`src/rtl/spi_pkg.sv`:
```
// Shared types and constants for the multi-slave SPI master.
package spi_pkg;

  typedef enum logic [2:0] {
    ST_IDLE,
    ST_SETUP,
    ST_LEAD,
    ST_TRAIL,
    ST_HOLD,
    ST_DONE
  } spi_state_e;

  // Mode encoding is {cpol, cpha}
  localparam logic [1:0] SPI_MODE0 = 2'b00;
  localparam logic [1:0] SPI_MODE1 = 2'b01;
  localparam logic [1:0] SPI_MODE2 = 2'b10;
  localparam logic [1:0] SPI_MODE3 = 2'b11;

  localparam int SPI_DATA_W_DEF = 32;
  localparam int SPI_CS_NUM_DEF = 4;

  function automatic logic mode_cpha(input logic [1:0] mode);
    logic r;
    r = 1'b0;
    case (mode)
      SPI_MODE0, SPI_MODE2: r = 1'b0;
      SPI_MODE1, SPI_MODE3: r = 1'b1;
    endcase
    return r;
  endfunction

endpackage

```
`src/rtl/spi_clk_div.sv`:
```
// Half-period timer: loadable down-counter, tick while the count is zero.
module spi_clk_div #(
  parameter int DIV_W = 8
) (
  input  logic             clk,
  input  logic             rst,
  input  logic             load_i,
  input  logic [DIV_W-1:0] load_val_i,
  output logic             tick_o
);

  logic [DIV_W-1:0] cnt_q, cnt_d;

  always_comb begin
    cnt_d = cnt_q;
    if (load_i)
      cnt_d = load_val_i;
    else if (cnt_q != '0)
      cnt_d = cnt_q - 1'b1;
  end

  always_ff @(posedge clk) begin
    if (!rst) cnt_q <= '0;
    else      cnt_q <= cnt_d;
  end

  assign tick_o = (cnt_q == '0);

endmodule

```
`src/rtl/spi_master_multi.sv`:
```
// Multi-slave SPI master, all CPOL/CPHA modes, variable frame width.
// Optional SPIM_LSB_FIRST_EN adds the lsb_first input for LSB-first frames.
module spi_master_multi
  import spi_pkg::*;
#(
  parameter  int DATA_W = SPI_DATA_W_DEF,
  parameter  int CS_NUM = SPI_CS_NUM_DEF,
  parameter  int DIV_W  = 8,
  localparam int BC_W   = $clog2(DATA_W + 1),
  localparam int CS_W   = (CS_NUM > 1) ? $clog2(CS_NUM) : 1
) (
  input  logic              clk,
  input  logic              rst,
  input  logic [DATA_W-1:0] tx_data,
  input  logic [BC_W-1:0]   bit_count,
  input  logic [CS_W-1:0]   cs_sel,
  input  logic              cpol,
  input  logic              cpha,
  input  logic [DIV_W-1:0]  clk_div,
`ifdef SPIM_LSB_FIRST_EN
  input  logic              lsb_first,
`endif
  input  logic              tx_valid,
  output logic              tx_ready,
  output logic [DATA_W-1:0] rx_data,
  output logic              rx_valid,
  output logic              busy,
  output logic              sck,
  output logic              mosi,
  input  logic              miso,
  output logic [CS_NUM-1:0] cs_n
);

  spi_state_e        state_q;
  logic [BC_W-1:0]   n_q, cnt_q;
  logic [1:0]        mode_q;
  logic [DIV_W-1:0]  div_q;
  logic [DATA_W-1:0] sh_q, rx_q, rx_data_q;
  logic              lsb_q;
  logic              sck_q, mosi_q, rx_valid_q, busy_q, tx_ready_q;
  logic [CS_NUM-1:0] cs_n_q;

  logic              accept, div_tick, div_load, lsb_in, q_cpha;
  logic [DIV_W-1:0]  div_load_val;
  logic [BC_W-1:0]   n_in, cnt_inc;
  logic [DATA_W-1:0] tx_aligned, sh_shift, rx_shift;
  logic [CS_NUM-1:0] cs_dec_n;

`ifdef SPIM_LSB_FIRST_EN
  assign lsb_in = lsb_first;
`else
  assign lsb_in = 1'b0;
`endif

  function automatic logic head_bit(input logic [DATA_W-1:0] v, input logic lsb);
    return lsb ? v[0] : v[DATA_W-1];
  endfunction

  assign accept  = tx_valid && tx_ready_q;
  assign n_in    = (bit_count == '0) ? BC_W'(DATA_W) : bit_count;
  assign cnt_inc = cnt_q + 1'b1;
  assign q_cpha  = mode_cpha(mode_q);

  // MSB-first frames are left-aligned so the outgoing bit is always the MSB
  assign tx_aligned = lsb_in ? tx_data : (tx_data << (BC_W'(DATA_W) - n_in));
  assign sh_shift   = lsb_q ? (sh_q >> 1) : (sh_q << 1);
  assign rx_shift   = lsb_q ? ((rx_q >> 1) | (DATA_W'(miso) << (n_q - 1'b1)))
                            : {rx_q[DATA_W-2:0], miso};

  always_comb begin
    cs_dec_n = '1;
    for (int i = 0; i < CS_NUM; i++)
      if (cs_sel == CS_W'(i)) cs_dec_n[i] = 1'b0;
  end

  assign div_load     = accept || div_tick;
  assign div_load_val = accept ? clk_div : div_q;

  spi_clk_div #(.DIV_W(DIV_W)) u_clk_div (
    .clk        (clk),
    .rst        (rst),
    .load_i     (div_load),
    .load_val_i (div_load_val),
    .tick_o     (div_tick)
  );

  always_ff @(posedge clk) begin
    if (!rst) begin
      state_q    <= ST_IDLE;
      n_q        <= '0;
      cnt_q      <= '0;
      mode_q     <= SPI_MODE0;
      div_q      <= '0;
      sh_q       <= '0;
      rx_q       <= '0;
      rx_data_q  <= '0;
      lsb_q      <= 1'b0;
      sck_q      <= 1'b0;
      mosi_q     <= 1'b0;
      rx_valid_q <= 1'b0;
      busy_q     <= 1'b0;
      tx_ready_q <= 1'b1;
      cs_n_q     <= '1;
    end else begin
      case (state_q)
        ST_IDLE: begin
          if (accept) begin
            state_q    <= ST_SETUP;
            n_q        <= n_in;
            cnt_q      <= '0;
            mode_q     <= {cpol, cpha};
            div_q      <= clk_div;
            sh_q       <= tx_aligned;
            rx_q       <= '0;
            lsb_q      <= lsb_in;
            sck_q      <= cpol;
            mosi_q     <= head_bit(tx_aligned, lsb_in);
            cs_n_q     <= cs_dec_n;
            busy_q     <= 1'b1;
            tx_ready_q <= 1'b0;
          end
        end
        ST_SETUP: begin
          if (div_tick) begin
            state_q <= ST_LEAD;
            sck_q   <= ~mode_q[1];
            if (!q_cpha) rx_q <= rx_shift;
          end
        end
        ST_LEAD: begin
          if (div_tick) begin
            state_q <= ST_TRAIL;
            sck_q   <= mode_q[1];
            cnt_q   <= cnt_inc;
            if (q_cpha) begin
              rx_q <= rx_shift;
            end else if (cnt_inc != n_q) begin
              sh_q   <= sh_shift;
              mosi_q <= head_bit(sh_shift, lsb_q);
            end
          end
        end
        ST_TRAIL: begin
          if (div_tick) begin
            if (cnt_q == n_q) begin
              state_q <= ST_HOLD;
            end else begin
              state_q <= ST_LEAD;
              sck_q   <= ~mode_q[1];
              if (!q_cpha) begin
                rx_q <= rx_shift;
              end else begin
                sh_q   <= sh_shift;
                mosi_q <= head_bit(sh_shift, lsb_q);
              end
            end
          end
        end
        ST_HOLD: begin
          if (div_tick) begin
            state_q    <= ST_DONE;
            cs_n_q     <= '1;
            mosi_q     <= 1'b0;
            rx_valid_q <= 1'b1;
            rx_data_q  <= rx_q;
          end
        end
        ST_DONE: begin
          state_q    <= ST_IDLE;
          rx_valid_q <= 1'b0;
          busy_q     <= 1'b0;
          tx_ready_q <= 1'b1;
        end
        default: state_q <= ST_IDLE;
      endcase
    end
  end

  assign tx_ready = tx_ready_q;
  assign rx_data  = rx_data_q;
  assign rx_valid = rx_valid_q;
  assign busy     = busy_q;
  assign sck      = sck_q;
  assign mosi     = mosi_q;
  assign cs_n     = cs_n_q;

endmodule

```
`config.mk`:
```
export PLATFORM = sky130hd
export DESIGN_NAME = spi_master_multi
export DESIGN_NICKNAME = d
export VERILOG_FILES = /design/src/rtl/spi_pkg.sv /design/src/rtl/spi_clk_div.sv /design/src/rtl/spi_master_multi.sv
export SDC_FILE = /design/constraint.sdc
export NUM_CORES = 1
export LEC_CHECK = 0
export ABC_AREA = 1
export BUFFER_PORTS_ARGS = -buffer_cell sky130_fd_sc_hd__buf_2
export CAP_MARGIN = 5
export CORE_ASPECT_RATIO = 1.25
export CORE_UTILIZATION = 60
export CTS_BUF_LIST = sky130_fd_sc_hd__clkbuf_8
export DETAILED_ROUTE_END_ITERATION = 8
export PLACE_DENSITY = 0.82
export RECOVER_POWER = 50
export SLEW_MARGIN = 25
export SYNTH_ARGS = -nofsm -noshare
export SYNTH_HDL_FRONTEND = slang
export SYNTH_SLANG_ARGS = --single-unit
```
`constraint.sdc`:
```
create_clock -name clk -period 3.8 [get_ports clk]
set_clock_uncertainty 0.15 [all_clocks]
set_input_delay 0.19 -clock clk [delete_from_list [all_inputs] [get_ports clk]]
set_output_delay 0.19 -clock clk [all_outputs]
set_load 0.01 [all_outputs]
```
* After elaboration in Yosys (flattened, before gate mapping)
Cells that the tools add are included.
** Storage, ports and cells
- Register bits after elaboration :: 137
- Bits of input ports :: 54
- Logic and storage cells :: 131
** Operators by class
- Multiplexer cells :: 59
- Bitwise gates (word level) :: 1
- Add/sub/neg operators :: 3
- Reductions and logical operators :: 29
- Equality and inequality tests :: 23
- Shift-type cells :: 1
** Operators with widths (count)
- 32-bit 2-to-1 mux :: 7
- 31-bit 2-to-1 mux :: 7
- 32-bit one-hot mux with 4 select lines :: 1
- 31-bit one-hot mux with 3 select lines :: 1
- 32-bit by 6-bit << shifter with 32-bit output :: 1
- 8-bit 2-to-1 mux :: 3
- 1-bit 2-to-1 mux :: 20
- 2-bit != test (second input constant) :: 10
- 3-bit 2-to-1 mux :: 6
- 6-bit 2-to-1 mux :: 3
- 3-bit one-hot mux with 5 select lines :: 1
- 6-bit one-hot mux with 2 select lines :: 1
- 2-bit nonzero test :: 5
- 9-bit AND reduction :: 1
- 2-bit equality test (second input constant) :: 4
- 8-bit logical NOT :: 1
- 4-bit 2-to-1 mux :: 2
- 1-bit one-hot mux with 2 select lines :: 4
- 1-bit one-hot mux with 4 select lines :: 2
- 4-bit one-hot mux with 2 select lines :: 1
- 2-bit AND reduction :: 4
- 8-bit AND reduction :: 1
- 4-bit nonzero test :: 2
- 8-bit nonzero test :: 1
- 21 further kinds :: 27

* Longest topological paths before layout
Gate-level depths: netlist of run 1.
- Word-level depth :: 7
- Mapped depth :: 18
- Depth with buffers taken out :: 15

* Cells and area by module
From an unflattened synthesis of run 1, not the netlist that was laid out.
** Unflattened totals
- Cell total of the unflattened synthesis :: 1190
- Area total of the unflattened synthesis :: 7836.3 µm²
** By module, submodules not included
- spi_master_multi :: area an instance 7358.3 µm², times used 1, cells an instance 1120, seq. area each 2582.5 µm²
- spi_clk_div :: area an instance 478.0 µm², times used 1, cells an instance 70, seq. area each 160.2 µm²

* Least setup slack after synthesis of run 1
No wires, ideal clock.
- Kind :: in2reg
- From :: input bit_count[0]
- To :: register sh_q[27]
- Path buffers :: 4
- Data required time :: 3541 ps
- Data arrival time :: 2196 ps
- Slack :: 1344 ps
- Stages :: 14
- Setup time :: 109 ps
- Cells stage by stage :: clkbuf_1 > clkbuf_1 > inv_1 > ha_1 > xnor2_1 > clkbuf_1 > buf_2 > nand3_1 > nand3_1 > o21ai_0 > nand2_1 > nand3_1 > nand2_1 > inv_1
** On the way
- Longest elaborated chain between the ends :: 6
** Ends and longest elaborated chain
- start: declaration :: RTL line spi_master_multi.sv:15 : input logic [BC_W-1:0] bit_count,
- 6-bit logical NOT :: RTL line spi_master_multi.sv:60 : assign n_in = (bit_count == '0) ? BC_W'(DATA_W) : bit_count;
- 6-bit 2-to-1 mux * :: RTL line spi_master_multi.sv:60
- 6-bit subtractor * :: RTL line spi_master_multi.sv:65 : assign tx_aligned = lsb_in ? tx_data : (tx_data << (BC_W'(DATA_W) - n_in));
- 32-bit by 6-bit << shifter with 32-bit output * :: RTL line spi_master_multi.sv:65
- 31-bit 2-to-1 mux * :: RTL line spi_master_multi.sv:107 : if (accept) begin
- 31-bit one-hot mux with 3 select lines * :: RTL line spi_master_multi.sv:105 : case (state_q)
- end signal: assignment :: RTL line spi_master_multi.sv:113 : sh_q <= tx_aligned;
- end signal: assignment :: RTL line spi_master_multi.sv:138 : sh_q <= sh_shift;
- end signal: assignment :: RTL line spi_master_multi.sv:153 : sh_q <= sh_shift;
- end: declaration :: RTL line spi_master_multi.sv:38 : logic [DATA_W-1:0] sh_q, rx_q, rx_data_q;
Every way passes the cells marked *; elsewhere a longest branch is shown, timed or not. The select of a mux whose other input is x is not followed.
A chain may end at the register's enable or synchronous reset.

* Final worst setup path of run 1
- From :: input bit_count[4]
- To :: register sh_q[2]
Same word-level chain as after synthesis.

==> results of run 1 <==
==> logic make-up after synthesis <==
logic type | share of synthesized area, %
and+or+nand+nor | 33.0
AOI/OAI and AO/OA | 17.3
buffers and inverters | 11.9
DFF | 35.0
xor gates and xnor gates | 1.79
adders and majority gates | 0.638
muxes | 0.383
==> synthesized netlist by cell type (2+ instances only) <==
library cell  number  share of area [%]
nand2_4            3               0.43
a211oi_1           2               0.19
clkbuf_1          32                1.5
xnor2_1            9                1.0
or2_2              2               0.16
a31oi_1            5               0.40
buf_6             11                1.6
nand3_1          193                 12
o21ai_1           10               0.64
buf_4              6               0.57
a21oi_2            2               0.22
o21ai_0           86                5.5
clkinv_1           3               0.14
nand2_2            2               0.16
inv_2              6               0.29
nand2_1          250                 12
nand3_2            7               0.89
inv_1            128                6.1
a21oi_1          147                9.4
o211ai_1           5               0.48
nor2_4             2               0.29
nor3_1             7               0.45
mux2i_1            3               0.38
nor2_1            90                4.3
buf_2             19                1.2
dfxtp_1          137                 35
buf_1              6               0.29
xor2_1             7               0.78
nand4_1           10               0.80
nor2_2             6               0.48
ha_1               4               0.64
==> worst paths after layout <==
kind                                 from               endpoint  slack, ns  cells after the start
setup / recovery             bit_count[4]   sh_q[2]$_SDFFE_PN0P_       0.93                     14
hold / removal               bit_count[5]    n_q[5]$_SDFFE_PN0P_       0.02                      5
setup reg to reg  state_q[2]$_SDFFE_PN0P_   cs_n[2]$_SDFFE_PN1P_       1.06                      9
hold reg to reg     div_q[3]$_SDFFE_PN0N_  div_q[3]$_SDFFE_PN0N_       0.30                      2
==> layout make-up <==
type,count,area [µm²],area share [%]
Clock buffer,17,234,2.69
Clock inverter,15,153,1.75
Inverter,137,514,5.91
Multi-Input combinational cell,863,4180,48.0
Sequential cell,137,2740,31.5
Tap cell,168,210,2.42
Timing Repair Buffer,123,673,7.74
==> critical path: stages <==
cell	delay, ns
dlygate4sd3_1	0.54
buf_2	0.16
nor2_1	0.22
nand3_4	0.33
nand2_4	0.46
nand3_1	0.13
nand2_1	0.09
nand3_2	0.22
nor2_2	0.16
buf_4	0.25
inv_2	0.07
nor2_1	0.11
nor3_1	0.06
nor2_1	0.10
==> sequential cells by signal (all words and copies together) (netlist names) <==
name / flops
busy: 1
cnt_q: 6
cs_n: 4
div_q: 8
mode_q: 2
mosi: 1
n_q: 6
rx_data: 32
rx_q: 32
rx_valid: 1
sck: 1
sh_q: 31
state_q: 3
tx_ready: 1
u_clk_div.cnt_q: 8
==> cells in the final DEF, fill, tap and decap left out, types with 8 or more instances in the layout <==
cell type      instances
inv_1                130
dlygate4sd3_1         16
nor2_1                91
clkbuf_8              17
clkbuf_1              42
o21ai_1               10
nand4_1               10
nand2_1              250
a21oi_1              147
buf_2                 53
buf_4                 12
xnor2_1                8
o21ai_0               86
dfxtp_1              137
nand3_1              193
==> per-stage QoR <==
stage / setup WS [ns] / hold slack, ns / power, µW / util [%] / cell area (µm²)
2_1_floorplan: 1.34 / 0.175 / 3700 / - / 7840
5_1_grt: 0.644 / 0.0480 / 5630 / 68.4 / 8700
3_3_place_gp: 1.08 / 0.284 / 3980 / 64.6 / 8220
3_5_place_dp: 0.994 / 0.289 / 4030 / 64.6 / 8220
6_report: 0.934 / 0.0246 / 5200 / 68.4 / 8700
4_1_cts: 0.977 / 0.0235 / 5210 / 68.9 / 8760
==> power groups by stage <==
stage	combinational, µW	clock [µW]	sequential (µW)
floorplan	1780	0	1920
global placement	2040	0	1930
detailed placement	2090	0	1940
CTS	2120	1170	1910
global route	2440	1240	1950
finish	2120	1160	1910
==> layer usage <==
| metal | vias to the layer above | part of all wire (%) |
|---|---|---|
| met4 | 0 | 5.1 |
| met1 | 3670 | 41 |
| li1 | 4125 | - |
| met2 | 271 | 50 |
| met5 | - | 0 |
| met3 | 81 | 4.7 |
==> repair_timing <==
item	4_1_cts	5_1_grt
endpoints found under the hold margin	24	0
endpoints found under the setup margin	0	0
hold buffers	16	0
==> reports/qor.csv, run 1 <==
stage,metric,value,unit
timing,worst_slew_pin_slew,0.898,ns
synth,number_of_nets_produced_by_synthesis,1270,
clocking,cts_tree,built,
place,gp_congestion,1.03,
final_layout,proportion_of_layout_cells_with_a_drive_suffix_above_1,9.83,%
floorplan,start_util,61.7,%
final_layout,antenna_cells_inserted,0,
run,timing.max_cap.violations,0,
global_route,grt_use_met3,4.70,%
global_route,grt_antenna_before_repair,0,
power,net_sw_power,2260,µW
drt,detailroute.via_count,8147,
synth,synth_sequential_area_ratio,35.0,%
synth,synth-async-reset-ratio,0,%
place,dp_hpwl,13.9,mm
timing,finalMaxSlewViolations,0,
clocking,post-cts-setup-buffer-count,0,
min_path,worst_hold_path_type,in -> reg,
synth,synth_cell_type_count,43,
global_route,grt_pass1_wl,33.6,mm
global_route,grtUsageMet2,53.4,%
drt,ant_nets,0,
floorplan,io_pins,95,
synth,dominantRegCellSynth,dfxtp_1,
drt,detailedRoute.firstIterationViolations,559,
global_route,grt_start_max_net_pins,64,
synth,syn-instance-count,1212,
synth,synth_edf_count,0,
timing,maxClockFrequency,0.349,GHz
drt,drtPass1Iterations,7,
timing,final.period_utilization,75.4,%
timing,slew_headroom,40.2,%
setup_path,timing.critical_path.fanout_max,44,
power,net_switching_fraction_of_the_power,43.4,%
floorplan,total_number_of_placement_rows,46,
clocking,worst_setup_hold_path_clk_slew,0.10,ns
global_route,grt.busiest_layer,met2,
floorplan,dieHeight,130,µm
timing,setup_tns,0,ns
timing,min_period,2.87,ns
synth,synth.avg_cell_area,6.47,µm²
power,peakVddDrop,412,µV
drt,avgRoutedWirePerCell,13.8,µm
clocking,worst_skew_pair.late_latency,0.45,ns
clocking,cts_resized,0,
clocking,max-clock-path-buffers,2,
power,clock_power_share,22.3,%
final_layout,area_growth_synth_to_finish,10.9,%
power,power_per_cell_area,597,mW/mm²
clocking,numCtsBuffers,17,
setup_path,timing.critical_path.to_type,flop,
drt,route.detailed.vias_per_inst,5.58,
final_layout,finish.cell_count_without_fillers,1460,
final_layout,finish.net_count,1337,
global_route,grtUsageTotal,30.7,%
clocking,cts-root-buf,clkbuf_8,
place,io_buffers,94,
setup_path,arrival,3.10,ns
setup_path,worst-endpoint-required,4.04,ns
place,placed_cells_incl_taps,1412,
global_route,grt_remaining_overflow,0,
floorplan,die-area,0.0135,mm²
synth,synth.ff_latch_count,137,
setup_path,worstSetupPathType,in -> reg,
power,power.share.combinational,40.8,%
synth,synthesis.area,0.00784,mm²
synth,yosys_warnings,0,
timing,finalHoldViolCount,0,
clocking,cts.sink_count,137,
timing,grt_setup_unrepaired,false,
timing,setup_viol,0,
power,power_leakage,0.00390,µW
setup_path,critPathLaunchType,primary input,
global_route,globalRouteMet1Util,35.4,%
global_route,first_global_vias,7346,
power,power_frac_seq,36.8,%
power,p_int,2940,µW
floorplan,die_x,104,µm
clocking,h-tree-depth,4,
final_layout,filler_cell_count,1185,
drt,wl,20.2,mm
drt,drcViolationCount,0,
run_status,status,"finished, final reports clean",
floorplan,core_region_area,0.0127,mm²
No activity file was read; power rests on OpenSTA's default activity.
==> run 2: changes to the inputs <==
--- a/config.mk
+++ b/config.mk
@@ -9,10 +9,10 @@
 export BUFFER_PORTS_ARGS = -buffer_cell sky130_fd_sc_hd__buf_2
 export CAP_MARGIN = 5
 export CORE_ASPECT_RATIO = 1.25
-export CORE_UTILIZATION = 60
+export CORE_UTILIZATION = 55
 export CTS_BUF_LIST = sky130_fd_sc_hd__clkbuf_8
 export DETAILED_ROUTE_END_ITERATION = 8
-export PLACE_DENSITY = 0.82
+export PLACE_DENSITY = 0.79
 export RECOVER_POWER = 50
 export SLEW_MARGIN = 25
 export SYNTH_ARGS = -nofsm -noshare
==> constraint.sdc (replaced) <==
create_clock -name clk -period 2.62 [get_ports clk]
set_clock_uncertainty 0.15 [all_clocks]
set_input_delay 0.131 -clock clk [delete_from_list [all_inputs] [get_ports clk]]
set_output_delay 0.131 -clock clk [all_outputs]
set_load 0.01 [all_outputs]
==> reports/qor.csv, run 2 (same netlist as run 1, synthesis figures left out) <==
stage,metric,value,unit,change
run_status,status,"finished, final reports clean",,
clocking,post-cts-setup-buffer-count,0,,unchanged
setup_path,regToRegEndpoint,rx_q[12]$_SDFFE_PN0P_,,
min_path,worst_hold_path_type,in -> reg,,
clocking,worst_setup_hold_path_clk_slew,0.09,ns,about the same
global_route,grt_pass1_wl,34.0,mm,+1.0%
power,p_int,4510,µW,+53%
setup_path,r2r_setup_slack,0.28,ns,-0.78 ns
setup_path,worstSetupPathType,in -> reg,,
final_layout,most-common-layout-cells,"nand2_1 (251), nand3_1 (192), a21oi_1 (147), dfxtp_1 (137), inv_1 (129)",,
timing,slew_headroom,49.0,%,+8.9 points
power,power_leakage,0.00399,µW,+2.2%
global_route,grt_start_max_net_pins,76,,+19%
global_route,grt_remaining_overflow,0,,unchanged
global_route,grt_antenna_before_repair,0,,unchanged
power,power_per_cell_area,873,mW/mm²,+46%
setup_path,timing.critical_path.to_type,flop,,
clocking,numCtsBuffers,17,,unchanged
power,power_frac_seq,35.7,%,-1.1 points
setup_path,reg2regPathDepth,13,,+4
final_layout,proportion_of_layout_cells_with_a_drive_suffix_above_1,10.7,%,+0.88 points
setup_path,regToRegStartpoint,u_clk_div.cnt_q[0]$_SDFFE_PN0P_,,
drt,drcViolationCount,0,,unchanged
min_path,holdPathEnd,u_clk_div.cnt_q[3]$_SDFFE_PN0P_,,
drt,route.detailed.vias_per_inst,5.48,,-1.8%
clocking,cts.sink_count,137,,unchanged
drt,ant_nets,0,,unchanged
timing,final.period_utilization,91.7,%,
setup_path,critPathLaunchType,primary input,,
timing,grt_setup_unrepaired,false,,
setup_path,critical_path.most_common_cell,nand3_1,,
timing,finalHoldViolCount,0,,unchanged
floorplan,io_pins,95,,unchanged
timing,setup_viol,0,,unchanged
power,power.total,7770,µW,+49%
setup_path,path_buf_inv,4,,unchanged
drt,detailroute.via_count,8123,,-0.29%
floorplan,dieHeight,136,µm,+4.4%
setup_path,arrival,2.63,ns,-0.47 ns
place,gp_congestion,1.01,,-1.9%
setup_path,timing.critical_path.fanout_max,23,,-48%
timing,finalMaxSlewViolations,0,,unchanged
drt,avgRoutedWirePerCell,13.9,µm,+0.43%
power,clock_power_share,23.3,%,+1.0 points
timing,min_period,2.40,ns,
floorplan,start_util,56.5,%,-5.1 points
global_route,first_global_vias,7391,,+0.61%
min_path,min_from,tx_valid,,
setup_path,worst_path_max_delay_cell,dlygate4sd3_1,,
min_path,worstHoldPathCells,5,,unchanged
final_layout,finish.net_count,1352,,+1.1%
power,power.share.combinational,40.9,%,about the same
clocking,worst_skew_pair.late_latency,0.45,ns,about the same
power,net_sw_power,3260,µW,+44%
place,io_buffers,94,,unchanged
drt,detailedRoute.firstIterationViolations,543,,-2.9%
floorplan,core_region_area,0.0139,mm²,+9.1%
clocking,h-tree-depth,4,,unchanged
place,dp_hpwl,14.1,mm,+1.7%
power,peakVddDrop,490,µV,+19%
clocking,cts_tree,built,,
clocking,cts-root-buf,clkbuf_8,,
drt,wl,20.6,mm,+1.9%
setup_path,crit_family,buffers and inverters,,
setup_path,worst-endpoint-required,2.84,ns,-1.20 ns
run,timing.max_cap.violations,0,,unchanged
floorplan,die_x,109,µm,+4.4%
floorplan,total_number_of_placement_rows,48,,+4.3%
global_route,grtUsageTotal,29.1,%,-1.6 points
floorplan,die-area,0.0147,mm²,+8.9%
timing,maxClockFrequency,0.416,GHz,
final_layout,area_growth_synth_to_finish,13.5,%,
setup_path,timing.critical_path.slowest_cell_delay,0.54,ns,about the same
clocking,max-clock-path-buffers,2,,unchanged
setup_path,critical_path.cell_chain,dlygate4sd3_1 > buf_2 > inv_1 > ha_1 > nand3_4 > buf_4 > nand3_1 > nand3_1 > nand2_1 > nand2_1 > nand3_1 > nand3_1 > nand2_1 > a21oi_1,,
timing,worst_slew_pin_slew,0.764,ns,-0.134 ns
final_layout,commonest_non_fill_non_tap_cell_in_the_layout,nand2_1,,
timing,setup_tns,0,ns,unchanged
power,net_switching_fraction_of_the_power,41.9,%,-1.5 points
drt,drtPass1Iterations,8,,+1
final_layout,antenna_cells_inserted,0,,unchanged
==> run 2: power groups by stage <==
stage | combinational [µW] | clock, µW | sequential, µW
global route | 3600 | 1920 | 2830
global placement | 3060 | 0 | 2810
detailed placement | 3120 | 0 | 2820
CTS | 3170 | 1840 | 2770
floorplan | 2590 | 0 | 2780
finish | 3180 | 1810 | 2780
==> run 2: routing by layer <==
metal	global-route usage, %	share of wire, %
met1	34.6	41
met2	49.7	50
met4	15.2	4.0
met3	4.71	4.7
met5	0	0
==> run 2: cell type report <==
class	instances	area, µm²
fill	1327	4970
clock inverter	15	178
sequential	137	2740
tap	175	219
multi-input combinational	864	4220
timing repair buffer	137	792
clock buffer	17	234
inverter	137	514
==> run 2: through the flow <==
| stage | instance area, µm² | utilization [%] | std cells | hold slack, ns | setup slack (ns) |
|---|---|---|---|---|---|
| finish | 8900 | 64.2 | 1482 | 0.0831 | 0.216 |
| global placement | 8330 | 60.1 | 1430 | 0.225 | 0.313 |
| detailed placement | 8330 | 60.1 | 1430 | 0.247 | 0.271 |
| CTS | 8930 | 64.4 | 1481 | 0.0456 | 0.185 |
| global route | 8900 | 64.2 | 1482 | 0.0710 | 0.00970 |
| floorplan | 7840 | - | 1212 | 0.116 | 0.223 |
==> run 2: worst max path at each step <==
| stage | startpoint | endpoint | slack (ns) | depth (start not counted) |
|---|---|---|---|---|
| after floorplan | bit_count[0] | sh_q[27]$_SDFFE_PN0P_ | 0.22 | 14 |
| after global placement | u_clk_div.cnt_q[0]$_SDFFE_PN0P_ | rx_q[27]$_SDFFE_PN0P_ | 0.31 | 13 |
| after detailed placement | bit_count[1] | sh_q[1]$_SDFFE_PN0P_ | 0.27 | 14 |
| after CTS | bit_count[1] | sh_q[1]$_SDFFE_PN0P_ | 0.18 | 15 |
| after global routing | bit_count[1] | sh_q[30]$_SDFFE_PN0P_ | 0.01 | 15 |
| final | bit_count[1] | sh_q[19]$_SDFFE_PN0P_ | 0.22 | 14 |
==> run 2: what timing repair did <==
item / CTS / global route
hold endpoints to repair: 29 / 0
hold buffers: 19 / 0
resized for setup: 0 / 5
setup endpoints to repair: 0 / 23
==> run 2: worst register-to-register path, cell delays in order, from the launching register on <==
cell	delay [ns]
dfxtp_1	0.31
inv_1	0.10
ha_1	0.15
nand2_1	0.08
nor2_4	0.18
nor2_2	0.07
inv_2	0.05
nand2_1	0.05
nor2_2	0.14
inv_1	0.11
a21oi_2	0.25
nand2_8	0.25
o21ai_0	0.27
a21oi_1	0.05
